$ cat config.mk
export PLATFORM = sky130hd
export DESIGN_NAME = cplx_mult
export DESIGN_NICKNAME = d
export VERILOG_FILES = /design/src/rtl/cplx_mult_pkg.sv /design/src/rtl/sat_wrap_reduce.sv /design/src/rtl/cplx_mult.sv
export SDC_FILE = /design/constraint.sdc
export NUM_CORES = 1
export LEC_CHECK = 0
export ABC_CLOCK_PERIOD_IN_PS = 11000
export CELL_PAD_IN_SITES_DETAIL_PLACEMENT = 1
export CELL_PAD_IN_SITES_GLOBAL_PLACEMENT = 2
export CORE_UTILIZATION = 41
export CTS_BUF_LIST = sky130_fd_sc_hd__clkbuf_4 sky130_fd_sc_hd__clkbuf_8 sky130_fd_sc_hd__clkbuf_16
export DETAILED_ROUTE_END_ITERATION = 6
export PLACE_DENSITY_LB_ADDON = 0.1
export SETUP_SLACK_MARGIN = 0.1
export SYNTH_ARGS = -nofsm -noshare
export SYNTH_HDL_FRONTEND = slang
export SYNTH_SLANG_ARGS = --single-unit
$ cat constraint.sdc
create_clock -name i_clk -period 11 [get_ports i_clk]
set_input_delay 2.2 -clock i_clk [delete_from_list [all_inputs] [get_ports i_clk]]
set_output_delay 2.2 -clock i_clk [all_outputs]
set_load 0.05 [all_outputs]
$ cat src/rtl/cplx_mult_pkg.sv
// Shared constants and width helpers for the complex multiplier.
package cplx_mult_pkg;

  localparam int unsigned MODE_WRAP = 0;
  localparam int unsigned MODE_SAT  = 1;

  // Full-precision product width for two signed operands.
  function automatic int unsigned prod_width(input int unsigned w_i, input int unsigned w_ii);
    return w_i + w_ii;
  endfunction

  // Sum/difference width: one guard bit over the product, so no overflow is possible.
  function automatic int unsigned sum_width(input int unsigned w_i, input int unsigned w_ii);
    return w_i + w_ii + 1;
  endfunction

endpackage

$ cat src/rtl/sat_wrap_reduce.sv
// Combinational signed width reducer: sign-extend, wrap or saturate.
module sat_wrap_reduce
  import cplx_mult_pkg::*;
#(
  parameter int unsigned IN_WIDTH  = 9,
  parameter int unsigned OUT_WIDTH = 4,
  parameter int unsigned MODE      = MODE_SAT
) (
  input  logic [IN_WIDTH-1:0]  din,
  output logic [OUT_WIDTH-1:0] dout_c
);

  generate
    if (OUT_WIDTH >= IN_WIDTH) begin : g_ext
      // Output is wide enough: plain sign extension.
      assign dout_c = OUT_WIDTH'($signed(din));
    end else if (MODE == MODE_WRAP) begin : g_wrap
      // Keep the low bits; the discarded high bits are intentionally dropped.
      logic unused_hi;
      assign unused_hi = ^din[IN_WIDTH-1:OUT_WIDTH];
      assign dout_c    = din[OUT_WIDTH-1:0];
    end else begin : g_sat
      localparam int unsigned HW = IN_WIDTH - OUT_WIDTH + 1;
      logic [HW-1:0] head;
      assign head = din[IN_WIDTH-1:OUT_WIDTH-1];
      // In range when every bit above the output sign bit matches it; else clamp by sign.
      always_comb begin
        dout_c = din[OUT_WIDTH-1:0];
        if ((head != '0) && (head != '1)) begin
          dout_c = din[IN_WIDTH-1] ? {1'b1, {(OUT_WIDTH-1){1'b0}}}
                                   : {1'b0, {(OUT_WIDTH-1){1'b1}}};
        end
      end
    end
  endgenerate

endmodule

$ cat src/rtl/cplx_mult.sv
// Two-stage pipelined signed complex multiplier with wrap/saturate output reduction.
module cplx_mult
  import cplx_mult_pkg::*;
#(
  parameter int unsigned INPUT_WIDTH_I  = 4,
  parameter int unsigned INPUT_WIDTH_II = 4,
  parameter int unsigned OUTPUT_WIDTH   = 4,
  parameter int unsigned WRAP_SATURATE  = MODE_SAT
) (
  input  logic                      i_clk,
  input  logic                      i_rst_p,
  input  logic [INPUT_WIDTH_I-1:0]  i_a,
  input  logic [INPUT_WIDTH_I-1:0]  i_b,
  input  logic [INPUT_WIDTH_II-1:0] i_c,
  input  logic [INPUT_WIDTH_II-1:0] i_d,
  input  logic                      i_valid_data,
  output logic [OUTPUT_WIDTH-1:0]   o_r,
  output logic [OUTPUT_WIDTH-1:0]   o_im,
  output logic                      o_valid_data
);

  localparam int unsigned WP = prod_width(INPUT_WIDTH_I, INPUT_WIDTH_II);
  localparam int unsigned WS = sum_width(INPUT_WIDTH_I, INPUT_WIDTH_II);

  logic signed [WP-1:0]     ac_q, bd_q, ad_q, bc_q;
  logic                     v1_q;
  logic signed [WS-1:0]     r_sum_c, im_sum_c;
  logic [OUTPUT_WIDTH-1:0]  r_red_c, im_red_c;

  // Stage 1: full-width signed products, loaded only on valid input.
  always_ff @(posedge i_clk) begin
    if (i_rst_p) begin
      ac_q <= '0;
      bd_q <= '0;
      ad_q <= '0;
      bc_q <= '0;
      v1_q <= 1'b0;
    end else begin
      v1_q <= i_valid_data;
      if (i_valid_data) begin
        ac_q <= WP'($signed(i_a)) * WP'($signed(i_c));
        bd_q <= WP'($signed(i_b)) * WP'($signed(i_d));
        ad_q <= WP'($signed(i_a)) * WP'($signed(i_d));
        bc_q <= WP'($signed(i_b)) * WP'($signed(i_c));
      end
    end
  end

  // Real difference and imaginary sum carried with one guard bit.
  assign r_sum_c  = WS'(ac_q) - WS'(bd_q);
  assign im_sum_c = WS'(ad_q) + WS'(bc_q);

  sat_wrap_reduce #(
    .IN_WIDTH  (WS),
    .OUT_WIDTH (OUTPUT_WIDTH),
    .MODE      (WRAP_SATURATE)
  ) u_reduce_r (
    .din    (r_sum_c),
    .dout_c (r_red_c)
  );

  sat_wrap_reduce #(
    .IN_WIDTH  (WS),
    .OUT_WIDTH (OUTPUT_WIDTH),
    .MODE      (WRAP_SATURATE)
  ) u_reduce_im (
    .din    (im_sum_c),
    .dout_c (im_red_c)
  );

  // Stage 2: register reduced results; outputs hold the last valid result.
  always_ff @(posedge i_clk) begin
    if (i_rst_p) begin
      o_r          <= '0;
      o_im         <= '0;
      o_valid_data <= 1'b0;
    end else begin
      o_valid_data <= v1_q;
      if (v1_q) begin
        o_r  <= r_red_c;
        o_im <= im_red_c;
      end
    end
  end

endmodule

==> results of run 1 <==
[cells by family after synthesis]
| group | after synthesis | share of synthesized area |
|---|---|---|
| buffers and inverters | 72 | 0.0602 |
| DFF | 42 | 0.185 |
| AOI/OAI and AO/OA | 72 | 0.109 |
| xor gates and xnor gates | 40 | 0.0773 |
| muxes | 27 | 0.0604 |
| adders and majority gates | 102 | 0.344 |
| and+or+nand+nor | 151 | 0.163 |
[worst max-delay path, stage by stage]
cell and delay [ns]:
clkdlybuf4s50_1 0.76, nand2b_1 0.15, fa_1 0.52, fa_1 0.52, inv_1 0.05, fa_1 0.50
ha_1 0.18, inv_1 0.06, fa_1 0.40, inv_1 0.07, a21o_1 0.10, a21oi_1 0.07
xnor2_1 0.13, mux2i_1 0.14, nor2_1 0.05
[where the power goes]
group          total [W]  switching (W)  internal, W  leakage [nW]
logic           0.000433       0.000241     0.000192          2.00
clock network   0.000106      0.0000533    0.0000532        0.0517
registers       0.000192      0.0000148     0.000177         0.346
total           0.000731       0.000309     0.000422          2.40
[final timing paths]
| path | cells after the start | to | slack, ns | startpoint |
|---|---|---|---|---|
| max | 15 | bd_q[7] | 5.28 | i_d[3] |
| min | 2 | o_im[3] | 0.47 | o_im[3] |
| max reg2reg | 8 | o_im[2] | 8.66 | ad_q[0] |
| min reg2reg | 2 | o_im[3] | 0.47 | o_im[3] |
[layout by cell type (no fill, tap or decap), types with 12 or more instances in the layout]
master and instances:
clkdlybuf4s50_1 26, nor2_1 51, nand2_1 29, mux2i_1 24
nand2b_1 12, fa_1 38, a21oi_1 20, ha_1 64
inv_1 59, and2_1 32, dfxtp_1 42, xnor2_1 31
[sequential cells by signal, summed over array words and instances, names as in the netlist]
name / count
ac_q: 8
ad_q: 8
bc_q: 8
bd_q: 8
o_im: 4
o_r: 4
o_valid_data: 1
v1_q: 1
[layer usage]
metal	vias to the layer above	track usage
li1	1716	-
met1	1649	0.254
met2	38	0.305
met3	11	0.0164
met4	0	0.0636
met5	-	0
[area by class of cell]
cell class                      count  area (um2)  share of cell area
Clock buffer                        7        90.1              0.0179
Multi-Input combinational cell    392        3420               0.681
Clock inverter                      1        5.00            0.000996
Tap cell                          140         175              0.0349
Sequential cell                    42         841               0.167
Timing Repair Buffer               28         273              0.0543
Inverter                           59         221              0.0441
[per-stage QoR]
stage          total power, W  cell area (um2)  cells   util  hold slack [ns]
2_1_floorplan        0.000526             4530    506      -            0.446
3_5_place_dp         0.000632             4930    661  0.457            0.457
3_3_place_gp         0.000618             4930    661  0.457            0.445
5_1_grt              0.000803             5020    669  0.466            0.485
4_1_cts              0.000745             5020    669  0.466            0.469
6_report             0.000731             5020    669  0.466            0.468
==> flow_metrics.py, run 1 <==
metrics = {
    "status": {
        "outcome": "complete, but fails checks",
        "violations": "DRC",
    },
    "sta": {
        "fin_crit_ns": 5.72,
        "tns_ns": 0,
        "fmax_ghz": 0.175,
        "finalClockSkew_ns": 0.00750,
        "setup_slack_ns": 5.28,
        "finalCritPeriodShare": 0.520,
        "drv_slew": 0,
        "worst_pin_slew_ns": 0.959,
        "slew_headroom": 0.360,
        "grt_setup_unrepaired": "false",
        "finalHoldViolCount": 0,
        "final-setup-viol-count": 0,
    },
    "place": {
        "gp_congestion": 0.758,
        "dp_slack_ns": 4.96,
        "hpwl_um": 8000,
        "io_buffers": 27,
    },
    "worst_setup_path": {
        "critPathMaxFanout": 10,
        "criticalPathCategory": "input pin to flip-flop",
        "endpoint_kind": "flip-flop",
        "cp.arrival_ns": 5.89,
        "startpoint_type": "input pin",
        "critPathRequiredTime_ns": 11.17,
    },
    "yosys": {
        "syn_area_mm2": 0.00453,
        "syn_avg_cell_area_um2": 8.96,
        "ys.flop_type": "dfxtp_1",
        "syn_nets": 627,
        "syn_inst": 506,
        "ys_seq_area_frac": 0.185,
        "yosysWarningCount": 0,
        "synth_common_cells": "ha_1, inv_1, nor2_1",
        "synth_edf_count": 0,
        "async_flop_share": 0,
        "yosys.area.top_type_share": 0.185,
        "synth_top_area_cell": "dfxtp_1",
        "synth_cell_types": 47,
        "synth.area.top_cells": "dfxtp_1, ha_1, fa_1, xnor2_1, mux2i_1",
        "ys_seq_elements": 42,
        "synth.most_common_cell": "ha_1",
    },
    "floorplanning": {
        "rows": 38,
        "die_h_um": 107,
        "core_mm2": 0.0108,
        "io_pins": 28,
        "dieArea_mm2": 0.0115,
        "start_util": 0.420,
        "die_w_um": 107,
    },
    "drt": {
        "vias": 3414,
        "wl_met2_um": 4390,
        "met3WireLength_um": 132,
        "wl_per_cell_um": 14.4,
        "wl_met1_um": 4950,
        "drt_first_iter_violations": 99,
        "maxUsedRoutingLayer": "met4",
        "drc": 1,
        "viasPerCell": 5.10,
        "ant_nets": 0,
        "firstDrtPassIters": 6,
        "routed_wirelength_um": 9660,
    },
    "power": {
        "ir_drop_uv": 52.6,
        "powerDensity_mw_per_mm2": 145,
        "power.leakage_nw": 2.40,
    },
    "grt": {
        "overflow": 0,
        "grt_usage": 0.185,
        "antenna_found_initial": 0,
        "grt_pass1_wl_um": 16800,
        "grt_max_degree": 46,
        "grt_pass1_vias": 3494,
    },
    "cells_and_area": {
        "fill_cells": 1272,
        "num_antenna_cells": 0,
        "drive_above_1_share": 0.0340,
        "nets": 649,
        "syn_to_final_growth_pct": 10.8,
    },
    "run": {
        "drv_cap": 0,
    },
    "clock_tree": {
        "clk_latency_ns": 0.30,
        "cts_setup_buffers": 0,
        "clockBufferDepth": 2,
        "clockRootBuffer": "clkbuf_8",
        "htreeDepth": 2,
        "cts.clk_slew.worst_paths_ns": 0.08,
        "cts_made_buffers": 5,
        "cts_hold_buf": 0,
        "cts.sinks": 42,
        "cts_resized": 0,
        "tritoncts": "built",
    },
    "min_path": {
        "hp-class": "flip-flop to flip-flop",
    },
}
(Power assumes the default switching activity.)
==> run 2, diff against run 1 <==
- ABC_CLOCK_PERIOD_IN_PS: 11000 -> 5900
- CORE_UTILIZATION: 41 -> 38
- clock period: 11 -> 5.9 ns (I/O delays scaled with it)
==> run 2 against run 1 <==
  * Flip-flop and latch count unchanged
  * First-iteration DRC count increased by 23%
  * Non-clock buffer count unchanged
  * The run still ends with DRC left
  * Design area increased by 1.5%
  * Highest routed layer unchanged
  * Global-route usage decreased by 1.8 points
  * Combinational power increased by 86%
  * Count of clock-buffer cells in the layout increased by 1
  * Clock power increased to 2.8 times the previous value
  * Largest cell class unchanged
==> flow_metrics.py, run 2 (synthesis gave the netlist of run 1 again) <==
metrics = {
    "sta": {
        "drv_slew": 0,
        "grt_setup_unrepaired": "false",
        "finalCritPeriodShare": 0.790,
        "slew_headroom": 0.345,
        "worst_pin_slew_ns": 0.982,
        "finalClockSkew_ns": 0.00543,
        "tns_ns": 0,
        "fmax_ghz": 0.214,
        "finalHoldViolCount": 0,
        "final-setup-viol-count": 0,
        "fin_crit_ns": 4.66,
    },
    "power": {
        "p_sw_frac": 0.400,
        "clkPwrFrac": 0.205,
        "internal-power_w": 0.000879,
        "powerDensity_mw_per_mm2": 287,
        "ir_drop_uv": 130,
        "pwr-share-seq": 0.245,
        "p_switching_w": 0.000586,
        "combPwrFrac": 0.550,
        "power.leakage_nw": 2.43,
        "finalPower_w": 0.00146,
    },
    "worst_setup_path": {
        "worst-r2r-cell-count": 8,
        "critPathRequiredTime_ns": 6.06,
        "cp.arrival_ns": 4.82,
        "criticalPathCategory": "input pin to flip-flop",
        "endpoint_kind": "flip-flop",
        "startpoint_type": "input pin",
        "critPathMaxFanout": 10,
    },
    "place": {
        "placed_cell_area_mm2": 0.00493,
        "gp_congestion": 0.742,
        "io_buffers": 27,
        "hpwl_um": 7980,
    },
    "drt": {
        "vias": 3327,
        "routed_wirelength_um": 9710,
        "firstDrtPassIters": 6,
        "wl_per_cell_um": 14.4,
        "viasPerCell": 4.95,
        "drc": 8,
        "ant_nets": 0,
        "drt_first_iter_violations": 122,
    },
    "cells_and_area": {
        "syn_to_final_growth_pct": 12.5,
        "nets": 649,
        "layout_commonest_cell": "ha_1",
        "layout_common_cells": "ha_1, inv_1, nor2_1",
        "final_area_mm2": 0.00510,
        "num_antenna_cells": 0,
        "drive_above_1_share": 0.0340,
    },
    "status": {
        "outcome": "complete, but fails checks",
        "violations": "DRC",
    },
    "grt": {
        "grt_busiest_layer": "met2",
        "use_met3": 0.0153,
        "antenna_found_initial": 0,
        "grt_pass1_wl_um": 16700,
        "overflow": 0,
        "grt_pass1_vias": 3554,
        "grt_usage": 0.167,
        "grt_max_degree": 46,
        "use_met1": 0.232,
        "grtUsageMet2": 0.273,
    },
    "clock_tree": {
        "clockBufferDepth": 2,
        "cts.clk_slew.worst_paths_ns": 0.06,
        "clk_latency_ns": 0.29,
        "cts_made_buffers": 5,
        "cts_resized": 0,
        "tritoncts": "built",
        "cts_hold_buf": 0,
        "cts_setup_buffers": 0,
        "clockRootBuffer": "clkbuf_16",
        "htreeDepth": 2,
        "cts.sinks": 42,
    },
    "floorplanning": {
        "dieArea_mm2": 0.0124,
        "start_util": 0.394,
        "rows": 39,
        "die_h_um": 111,
        "core_mm2": 0.0115,
        "die_w_um": 111,
        "io_pins": 28,
    },
    "run": {
        "drv_cap": 0,
    },
    "min_path": {
        "hp-class": "flip-flop to flip-flop",
        "min_path_cells": 2,
    },
}
## run 2: changes by cell type in the layout (fill, tap and decap cells not counted)
cell,delta
clkbuf_16,+5
clkinv_2,-1
clkbuf_8,-3
clkbuf_4,-1
## run 2: per-stage QoR
| step | utilization | setup slack (ns) | std cells | hold WS, ns |
|---|---|---|---|---|
| final | 0.443 | 1.24 | 672 | 0.452 |
| after detailed placement | 0.428 | 0.905 | 664 | 0.449 |
| after global routing | 0.443 | 0.899 | 672 | 0.498 |
| after CTS | 0.443 | 1.20 | 672 | 0.457 |
| after floorplan | - | 1.81 | 506 | 0.446 |
| after global placement | 0.428 | 0.979 | 664 | 0.444 |
## run 2: cell type report
type	instances	area (um2)
fillers	1361	6420
flip-flops and latches	42	841
multi-input cells	392	3420
well taps	143	179
repair buffers	28	273
clock buffers	8	166
inverters	59	221
## run 2: routing by layer
metal | vias to the layer above | part of all wire
met3 | 9 | 0.016
li1 | 1715 | -
met4 | 0 | 0.016
met5 | - | 0
met2 | 37 | 0.43
met1 | 1566 | 0.54
## run 2: power groups by stage
stage | Sequential (W) | Combinational, W | Clock (W)
after floorplan | 0.000390 | 0.000590 | 0
after global placement | 0.000364 | 0.000795 | 0
after detailed placement | 0.000365 | 0.000812 | 0
after CTS | 0.000359 | 0.000823 | 0.000308
after global routing | 0.000364 | 0.000917 | 0.000317
final | 0.000358 | 0.000806 | 0.000300
## run 2: path summary, 6_finish.rpt
kind / startpoint / to / slack, ns
worst max-delay path: i_d[3] / bd_q[7] / 1.24
worst min-delay path: o_im[3] / o_im[3] / 0.45
worst max register to register: ad_q[0] / o_im[2] / 3.55
worst min register to register: o_im[3] / o_im[3] / 0.45
## run 2: worst max-delay path, stage by stage
cell and delay [ns]:
clkdlybuf4s50_1 0.73, nand2b_1 0.14, fa_1 0.51, fa_1 0.51
inv_1 0.05, fa_1 0.51, ha_1 0.17, inv_1 0.06
fa_1 0.40, inv_1 0.07, a21o_1 0.10, a21oi_1 0.07
xnor2_1 0.13, mux2i_1 0.14, nor2_1 0.05
==> run 3, diff against run 2 <==
- ABC_CLOCK_PERIOD_IN_PS: 5900 -> 4750
- clock period: 5.9 -> 4.75 ns (I/O delays scaled with it)
==> run 3 against run 2 <==
  * The flow still finishes with violations (DRC)
  * Critical path depth did not move
  * Count of clock-buffer cells in the layout shrank 2
  * Core utilization increased by 0.68 points
  * Setup slack got worse by 0.80 ns
  * Sequential power increased by 25%
  * First-iteration DRC count fell by 11%
  * Highest routed layer unchanged
  * Critical endpoint is now ad_q[7]
  * Die area did not move
  * Flip-flop and latch count is the same
==> flow_metrics.py, run 3 (synthesis gave the netlist of run 1 again) <==
metrics = {
    "floorplanning": {
        "die_w_um": 111,
        "io_pins": 28,
        "dieArea_mm2": 0.0124,
        "core_mm2": 0.0115,
        "start_util": 0.394,
        "die_h_um": 111,
        "rows": 39,
    },
    "grt": {
        "antenna_found_initial": 0,
        "grt_usage": 0.175,
        "grt_pass1_wl_um": 17700,
        "grt_max_degree": 46,
        "overflow": 0,
        "grt_pass1_vias": 3739,
    },
    "sta": {
        "finalClockSkew_ns": 0.00303,
        "worst_pin_slew_ns": 0.955,
        "final-setup-viol-count": 0,
        "drv_slew": 0,
        "fin_crit_ns": 4.31,
        "slew_headroom": 0.364,
        "tns_ns": 0,
        "finalHoldViolCount": 0,
        "grt_setup_unrepaired": "false",
        "fmax_ghz": 0.232,
        "whs_ns": 0.454,
        "finalCritPeriodShare": 0.908,
    },
    "worst_setup_path": {
        "slowest_delay_ns": 0.61,
        "startpoint_type": "input pin",
        "critPathRequiredTime_ns": 4.97,
        "critPathLaunch": "i_d[2]",
        "criticalPathCategory": "input pin to flip-flop",
        "crit_chain": "clkdlybuf4s50_1 -> nand2_1 -> fa_1 -> fa_1 -> inv_1 -> fa_1 -> ha_1 -> inv_1 -> fa_1 -> inv_1 -> a21o_1 -> a21oi_1 -> xnor2_1 -> mux2i_1 -> nor2_1",
        "r2r-start": "ad_q[0]",
        "worst-r2r-cell-count": 8,
        "critPathSlowestCell": "clkdlybuf4s50_1",
        "endpoint_kind": "flip-flop",
        "r2r_setup_slack_ns": 2.41,
        "crit_path_end": "ad_q[7]",
        "cp.arrival_ns": 4.54,
        "r2r_end": "o_im[2]",
        "critPathMaxFanout": 7,
        "crit_top_cell": "fa_1",
    },
    "power": {
        "ir_drop_uv": 150,
        "finalPower_w": 0.00184,
        "powerDensity_mw_per_mm2": 356,
        "power.leakage_nw": 2.47,
    },
    "drt": {
        "ant_nets": 0,
        "firstDrtPassIters": 7,
        "drc": 8,
        "drt_first_iter_violations": 108,
        "viasPerCell": 5.10,
        "routed_wirelength_um": 9860,
        "wl_per_cell_um": 14.5,
        "vias": 3478,
    },
    "clock_tree": {
        "htreeDepth": 2,
        "clk_latency_ns": 0.28,
        "cts.sinks": 42,
        "cts_hold_buf": 0,
        "clockBufferDepth": 2,
        "tritoncts": "built",
        "cts_made_buffers": 5,
        "cts_setup_buffers": 0,
        "cts_resized": 0,
        "clockRootBuffer": "clkbuf_16",
        "cts.clk_slew.worst_paths_ns": 0.06,
    },
    "place": {
        "hpwl_um": 8170,
        "gp_congestion": 0.805,
        "dp.cells": 674,
        "io_buffers": 27,
    },
    "min_path": {
        "hp-class": "flip-flop to flip-flop",
        "hold_start": "o_im[3]",
        "min_path_cells": 2,
    },
    "cells_and_area": {
        "fin_util": 0.450,
        "syn_to_final_growth_pct": 14.2,
        "finalNonFillerCells": 682,
        "layout_common_cells": "ha_1, inv_1, nor2_1",
        "drive_above_1_share": 0.0519,
        "nets": 659,
        "num_antenna_cells": 0,
        "layout_commonest_cell": "ha_1",
    },
    "run": {
        "drv_cap": 0,
    },
    "status": {
        "violations": "DRC",
        "outcome": "complete, but fails checks",
    },
}
## run 3: worst min path at each step
stage	slack, ns	to
floorplan	0.45	ac_q[0]
global placement	0.44	o_im[3]
detailed placement	0.45	o_im[3]
CTS	0.46	o_im[3]
global route	0.48	o_im[3]
finish	0.45	o_im[3]
## run 3: critical path, delay by kind of cell
kind | cells | cell delay [ns]
fa+ha+maj | 5 | 2.07
mux | 1 | 0.10
xor+xnor | 1 | 0.20
compound gates | 2 | 0.17
buf+inv | 4 | 0.80
simple gates | 2 | 0.25
## run 3: cell type report
type	count	area, um2
clock buffer	6	133
clock inverter	2	37.5
fill	1388	6340
inverter	59	221
multi-input combinational	392	3420
sequential	42	841
tap	143	179
timing repair buffer	38	348
## run 3: layer usage
| layer | vias to the layer above | global-route usage | part of all wire |
|---|---|---|---|
| met5 | - | 0 | 0 |
| met3 | 9 | 0.0175 | 0.022 |
| li1 | 1739 | - | - |
| met1 | 1684 | 0.238 | 0.51 |
| met4 | 0 | 0.0505 | 0.014 |
| met2 | 46 | 0.294 | 0.46 |
## run 3: through the flow
step	setup WS [ns]	area (um2)
after floorplan	0.890	4530
after global routing	0.158	5180
final	0.436	5180
after detailed placement	0.118	5010
after CTS	0.406	5180
after global placement	0.165	5010
## run 3: power breakdown
group	switching (W)	total (W)	internal, W	leakage (nW)
clock	0.000139	0.000393	0.000254	0.0805
combinational	0.000554	0.00100	0.000449	2.05
sequential	0.0000366	0.000446	0.000410	0.346
